--- src/rtl/uart_pkg.sv ---
// uart_pkg: shared UART types, limits and parity helper for the rx/tx frame blocks.
package uart_pkg;

    localparam int UART_DIV_MIN    = 8;
    localparam int UART_DATA_W_MAX = 9;

    typedef enum logic [2:0] {
        IDLE,
        START,
        DATA,
        PARITY,
        STOP
    } uart_rx_state_t;

    // Expected parity bit for a zero-extended word; odd=1 selects odd parity.
    function automatic logic parity_calc(input logic [UART_DATA_W_MAX-1:0] data, input logic odd);
        return ^data ^ odd;
    endfunction

endpackage

--- src/rtl/uart_rx_sync.sv ---
// uart_rx_sync: 2-FF synchronizer plus delay flop; flags the falling edge of the line.
module uart_rx_sync (
    input  logic clk,
    input  logic rst_n,
    input  logic i_rx,
    output logic o_rx_s,
    output logic o_fall
);

    logic r_s1;
    logic r_s2;
    logic r_d;

    // Reset to the idle level so leaving reset never looks like a start edge.
    always_ff @(posedge clk or negedge rst_n) begin
        if (!rst_n) begin
            r_s1 <= 1'b1;
            r_s2 <= 1'b1;
            r_d  <= 1'b1;
        end else begin
            r_s1 <= i_rx;
            r_s2 <= r_s1;
            r_d  <= r_s2;
        end
    end

    assign o_rx_s = r_s2;
    assign o_fall = r_d & ~r_s2;

endmodule

--- src/rtl/uart_rx_frame.sv ---
// uart_rx_frame: LSB-first UART receiver with mid-bit sampling, glitch rejection and error flags.
// Define UART_RX_PARITY_EN to expect and check one parity bit after the data bits.
module uart_rx_frame
    import uart_pkg::*;
#(
    parameter int CLK_DIV    = 5208,
    parameter int DATA_W     = 8,
    parameter int STOP_BITS  = 1,
    parameter int PARITY_ODD = 0
) (
    input  logic              clk,
    input  logic              rst_n,
    input  logic              i_rx,
    output logic [DATA_W-1:0] o_rx_data,
    output logic              o_rx_valid,
    output logic              o_frame_err,
    output logic              o_parity_err,
    output logic              o_busy
);

    localparam int DIV = (CLK_DIV < UART_DIV_MIN) ? UART_DIV_MIN : CLK_DIV;
    localparam int CW  = $clog2(DIV);
    localparam int IW  = $clog2(DATA_W);
    localparam logic [CW-1:0] HALF = CW'(DIV / 2 - 1);
    localparam logic [CW-1:0] FULL = CW'(DIV - 1);
`ifdef UART_RX_PARITY_EN
    localparam uart_rx_state_t AFTER_DATA = PARITY;
`else
    localparam uart_rx_state_t AFTER_DATA = STOP;
`endif

    logic                w_rx_s;
    logic                w_fall;
    logic                w_half;
    logic                w_full;
    logic                w_last_bit;
    logic                w_last_stop;
    logic                w_done;
    uart_rx_state_t      r_state;
    uart_rx_state_t      w_state_nxt;
    logic [CW-1:0]       r_cnt;
    logic [IW-1:0]       r_idx;
    logic                r_stop_idx;
    logic [DATA_W-1:0]   r_shift;
    logic                r_ferr_acc;
    logic [DATA_W-1:0]   r_data;
    logic                r_valid;
    logic                r_ferr;

    uart_rx_sync u_sync (
        .clk    (clk),
        .rst_n  (rst_n),
        .i_rx   (i_rx),
        .o_rx_s (w_rx_s),
        .o_fall (w_fall)
    );

    assign w_half      = r_cnt == HALF;
    assign w_full      = r_cnt == FULL;
    assign w_last_bit  = r_idx == IW'(DATA_W - 1);
    assign w_last_stop = r_stop_idx == 1'(STOP_BITS - 1);

    always_comb begin
        w_state_nxt = r_state;
        w_done      = 1'b0;
        case (r_state)
            IDLE:   if (w_fall) w_state_nxt = START;
            START:  if (w_half) w_state_nxt = w_rx_s ? IDLE : DATA;
            DATA:   if (w_full && w_last_bit) w_state_nxt = AFTER_DATA;
`ifdef UART_RX_PARITY_EN
            PARITY: if (w_full) w_state_nxt = STOP;
`endif
            STOP: begin
                if (w_full && w_last_stop) begin
                    w_state_nxt = IDLE;
                    w_done      = 1'b1;
                end
            end
            default: w_state_nxt = IDLE;
        endcase
    end

    always_ff @(posedge clk or negedge rst_n) begin
        if (!rst_n) begin
            r_state    <= IDLE;
            r_cnt      <= '0;
            r_idx      <= '0;
            r_stop_idx <= 1'b0;
            r_shift    <= '0;
            r_ferr_acc <= 1'b0;
            r_data     <= '0;
            r_valid    <= 1'b0;
            r_ferr     <= 1'b0;
        end else begin
            r_state <= w_state_nxt;
            r_cnt   <= (w_state_nxt != r_state || w_full || r_state == IDLE) ? '0 : r_cnt + 1'b1;
            r_valid <= w_done;
            if (r_state == START) begin
                r_idx      <= '0;
                r_stop_idx <= 1'b0;
                r_ferr_acc <= 1'b0;
            end
            // Shifting in at the MSB leaves the first data bit at the LSB after DATA_W samples.
            if (r_state == DATA && w_full) begin
                r_shift <= {w_rx_s, r_shift[DATA_W-1:1]};
                r_idx   <= r_idx + 1'b1;
            end
            if (r_state == STOP && w_full) begin
                r_stop_idx <= r_stop_idx + 1'b1;
                if (!w_rx_s) r_ferr_acc <= 1'b1;
            end
            if (w_done) begin
                r_data <= r_shift;
                r_ferr <= r_ferr_acc | ~w_rx_s;
            end
        end
    end

`ifdef UART_RX_PARITY_EN
    logic r_perr_acc;
    logic r_perr;

    always_ff @(posedge clk or negedge rst_n) begin
        if (!rst_n) begin
            r_perr_acc <= 1'b0;
            r_perr     <= 1'b0;
        end else begin
            if (r_state == START) r_perr_acc <= 1'b0;
            if (r_state == PARITY && w_full)
                r_perr_acc <= w_rx_s != parity_calc(UART_DATA_W_MAX'(r_shift), 1'(PARITY_ODD));
            if (w_done) r_perr <= r_perr_acc;
        end
    end

    assign o_parity_err = r_perr;
`else
    logic w_unused_parity_odd;

    assign w_unused_parity_odd = 1'(PARITY_ODD);
    assign o_parity_err        = 1'b0;
`endif

    assign o_rx_data   = r_data;
    assign o_rx_valid  = r_valid;
    assign o_frame_err = r_ferr;
    assign o_busy      = r_state != IDLE;

endmodule

--- config.mk ---
export PLATFORM = sky130hd
export DESIGN_NAME = uart_rx_frame
export DESIGN_NICKNAME = d
export VERILOG_FILES = /design/src/rtl/uart_pkg.sv /design/src/rtl/uart_rx_sync.sv /design/src/rtl/uart_rx_frame.sv
export SDC_FILE = /design/constraint.sdc
export NUM_CORES = 1
export LEC_CHECK = 0
export CAP_MARGIN = 10
export CORE_ASPECT_RATIO = 1.1
export CORE_MARGIN = 4
export CORE_UTILIZATION = 64
export CTS_BUF_LIST = sky130_fd_sc_hd__clkbuf_2 sky130_fd_sc_hd__clkbuf_4 sky130_fd_sc_hd__clkbuf_8
export DETAILED_ROUTE_END_ITERATION = 8
export PLACE_DENSITY = 0.86
export SYNTH_ARGS = -nofsm -noshare
export SYNTH_HDL_FRONTEND = slang
export SYNTH_SLANG_ARGS = --single-unit
--- constraint.sdc ---
create_clock -name clk -period 3.4 [get_ports clk]
set_input_delay 0.68 -clock clk [delete_from_list [all_inputs] [get_ports clk]]
set_output_delay 0.68 -clock clk [all_outputs]
set_load 0.1 [all_outputs]
==> out/qor.yml <==
clocking:
  cts_made_buffers: 5
  cts.path.max_buffers: 2
  cts_setup_buffers: 0
  h-tree-depth: 2
  root_buffer: "clkbuf_4"
  tritoncts: "built"
  post_cts_resized: 0
  tritoncts_num_sinks: 42
  clk_pin_slew_ns: 0.12
  clock_insertion_delay_worst_skew_ns: 0.35
  hold_buffers_post_cts: 0
pwr:
  power.share.sequential_pct: 59.6
  power.net_switching_mw: 0.274
  share_comb_of_total_power_pct: 13.4
  static-leakage-power_nw: 1.06
  vdd.ir_drop.worst_v: 0.000422
  finalPower_mw: 0.963
  p_int_mw: 0.689
  p_clk_share_pct: 27.0
  netSwitchingFraction_pct: 28.5
  power_density_mw_per_mm2: 458
logic_synthesis:
  yosysWarningCount: 0
  postSynthCellCount: 164
  synth_area_mm2: 0.00194
  postSynthRegisterBits: 42
  synth_largest_type_area_fraction_pct: 50.2
  synth_async_sr_flop_share_pct: 100
  synthDistinctLibCells: 35
  synth.area.mux_share_pct: 12.9
  yosys-top-cells-area: "dfrtp_1 (50%), mux2_4 (6.2%), mux2_2 (5.2%)"
  synthesis.area_per_instance_um2: 11.8
  postSynthNetCount: 170
  sequential_fraction_of_the_synthesis_area_pct: 54.3
  count_of_flip_flops_with_a_built_in_enable_after_synthesis: 0
  ys.flop_type: "dfrtp_1"
  area_fraction_in_and_or_nand_and_nor_cells_after_synthesis_pct: 18.2
  largest_family_of_logic_cells_by_synthesized_area: "simple AND/OR/NAND/NOR gates"
  synth_compound_area_share_pct: 2.58
  synthAdderAreaFrac_pct: 1.93
  synthDominantAreaCellType: "dfrtp_1"
  yosys.area_share.xor_xnor_pct: 5.41
outcome:
  run_status: "complete, no violations"
routing:
  first_iter_violations: 79
  route.antenna.remaining_nets: 0
  routed.top_layer: "met4"
  met1_length_um: 1320
  route.detailed.vias_per_inst: 5.84
  routed_wirelength_um: 3090
  drt-pass1-iter-count: 4
  met3RoutedLength_um: 147
  dr_wl_met2_um: 1540
  drt-wirelength-per-cell_um: 14.7
  vias: 1227
  drc_errors: 0
placement:
  port_buffers: 13
  cells_after_dpl: 202
  final_wtd_congestion: 0.818
  worst_setup_slack_before_clock_tree_synthesis_ns: 1.23
  detailed_place_hpwl_um: 2130
grt:
  grt_overflow: 0
  first_global_vias: 1211
  gr_usage_total_pct: 18.8
  global_route_wire_length_before_repair_um: 5440
  initial_antenna_violation_count: 0
  grt_max_degree: 43
final_layout:
  post_route_cells_drive_above_1_share_pct: 19.2
  syn_to_final_growth_pct: 8.24
  diodes: 0
  final-instance-count-excl-fill: 210
  sequential_cell_area_mm2: 0.00105
  fillers: 206
  design.final.nets: 182
  multi_input_combinational_cell_area_um2: 801
sta:
  fmaxAchievable_mhz: 391
  accumulated_negative_setup_slack_ns: 0
  tightest_slew_ns: 0.985
  timing.final.crit_share_pct: 75.3
  setup_slack_ns: 0.840
  setup_viol_count_final: 0
  final_hold_viol_count: 0
  period_minus_slack_ns: 2.56
  timing.final.max_slew_violations: 0
  max-slew-margin-rel_pct: 34.1
  unrepaired_setup_endpoints_after_global_routing: "false"
  maximum_clock_skew_at_final_layout_ns: 0.00980
die:
  floorplan.initialDensity_pct: 68.7
  die_area_mm2: 0.00398
  fp.dieW_um: 60.5
  fp.coreArea_mm2: 0.00283
  fp-row-count: 20
  ioPinCount: 15
  floorplan.die.height_um: 65.8
setup_path:
  cpMaxStageDelayCell: "clkdlybuf4s50_1"
  timing.setup.critical_path_class: "flop to primary output"
  cp_slowest_stage_delay_ns: 1.15
  worst-path-max-fanout: 2
  path_buf_inv: 1
  critical_path.cell_chain: "clkdlybuf4s50_1"
  worstSetupStartpointType: "flop"
  critical_path.top_delay_family: "buffers and inverters"
  critical_path_arrival_ns: 1.88
  data_required_time_at_the_worst_endpoint_ns: 2.72
  cp-end-kind: "primary output"
job:
  drv_cap: 0
worst_hold_path:
  min_path_type: "flop to flop"
[cells in the mapped netlist (2+ instances only)]
library cell	count
inv_1	6
nand3_1	6
nand2_1	11
dfrtp_1	39
nor2b_1	3
xnor2_1	10
nor2_1	21
buf_6	4
nor3_1	6
a21oi_1	2
mux2i_1	3
nor3b_1	3
a21o_1	2
o21ai_0	3
clkbuf_1	2
ha_1	3
nand4_1	3
xor2_1	2
mux2_2	9
mux2_4	8
dfstp_2	3
nand2b_1	2
[through the flow]
step | util (%) | instance area, um^2 | hold WS [ns]
floorplan | - | 1940 | 0.345
global placement | 72.1 | 2040 | 0.347
detailed placement | 72.1 | 2040 | 0.351
CTS | 74.4 | 2100 | 0.367
global route | 74.4 | 2100 | 0.375
finish | 74.4 | 2100 | 0.364
[per-layer routing]
layer	vias to the layer above	global-route usage (%)
li1	575	-
met1	611	22.0
met2	33	30.7
met3	8	6.45
met4	0	8.67
met5	-	0
[path summary, 6_finish.rpt]
path / start / to / slack (ns) / cells past startpoint
worst max register to register: r_cnt[0] / r_shift[3] / 1.35 / 5
max in group asynchronous: rst_n / r_ferr_acc / 2.40 / 1
worst max-delay path: o_frame_err / o_frame_err / 0.84 / 1
min in group asynchronous: rst_n / o_rx_data[1] / 0.44 / 1
worst min-delay path: u_sync.r_s1 / u_sync.o_rx_s / 0.36 / 0
worst min register to register: u_sync.r_s1 / u_sync.o_rx_s / 0.36 / 0
[sequential cells by signal (all words and copies together) (netlist names), 3 cells and up]
name and count:
r_cnt 13, o_rx_data 8, r_shift 8, r_idx 3
r_state 3
[final cells by class]
cell class	instances	area share (%)
Clock buffer	7	2.80
Inverter	6	1.07
Timing Repair Buffer	13	5.71
Tap cell	33	1.96
Sequential cell	42	50.1
Clock inverter	1	0.238
Multi-Input combinational cell	108	38.1
[placed cells by master (no fill, tap or decap), drive strengths merged, types with 3 or more instances in the layout]
| cell type | count |
|---|---|
| dfstp | 3 |
| dfrtp | 39 |
| nor2b | 3 |
| clkdlybuf4s50 | 10 |
| nor2 | 21 |
| ha | 3 |
| inv | 6 |
| nand3 | 6 |
| mux2i | 3 |
| mux2 | 17 |
| clkbuf | 7 |
| o21ai | 3 |
| nand4 | 3 |
| xnor2 | 10 |
| nand2 | 11 |
| nor3 | 6 |
| buf | 3 |
| nor3b | 4 |
[logic make-up (layout without fill, tap and decap cells)]
family | count (synthesis) | after routing
simple gates | 64 | 64
flops | 42 | 42
mux | 20 | 20
buf+inv | 14 | 27
xor+xnor | 12 | 12
compound gates | 8 | 8
fa+ha+maj | 3 | 3
other cells | 1 | 1
[power by group through the flow]
stage	clock network (mW)	registers [mW]	logic, mW
after global routing	0.295	0.583	0.148
after CTS	0.271	0.573	0.132
final	0.260	0.574	0.129
after detailed placement	0	0.582	0.131
after floorplan	0	0.568	0.112
after global placement	0	0.579	0.125
No activity file was read; power rests on OpenSTA's default activity.
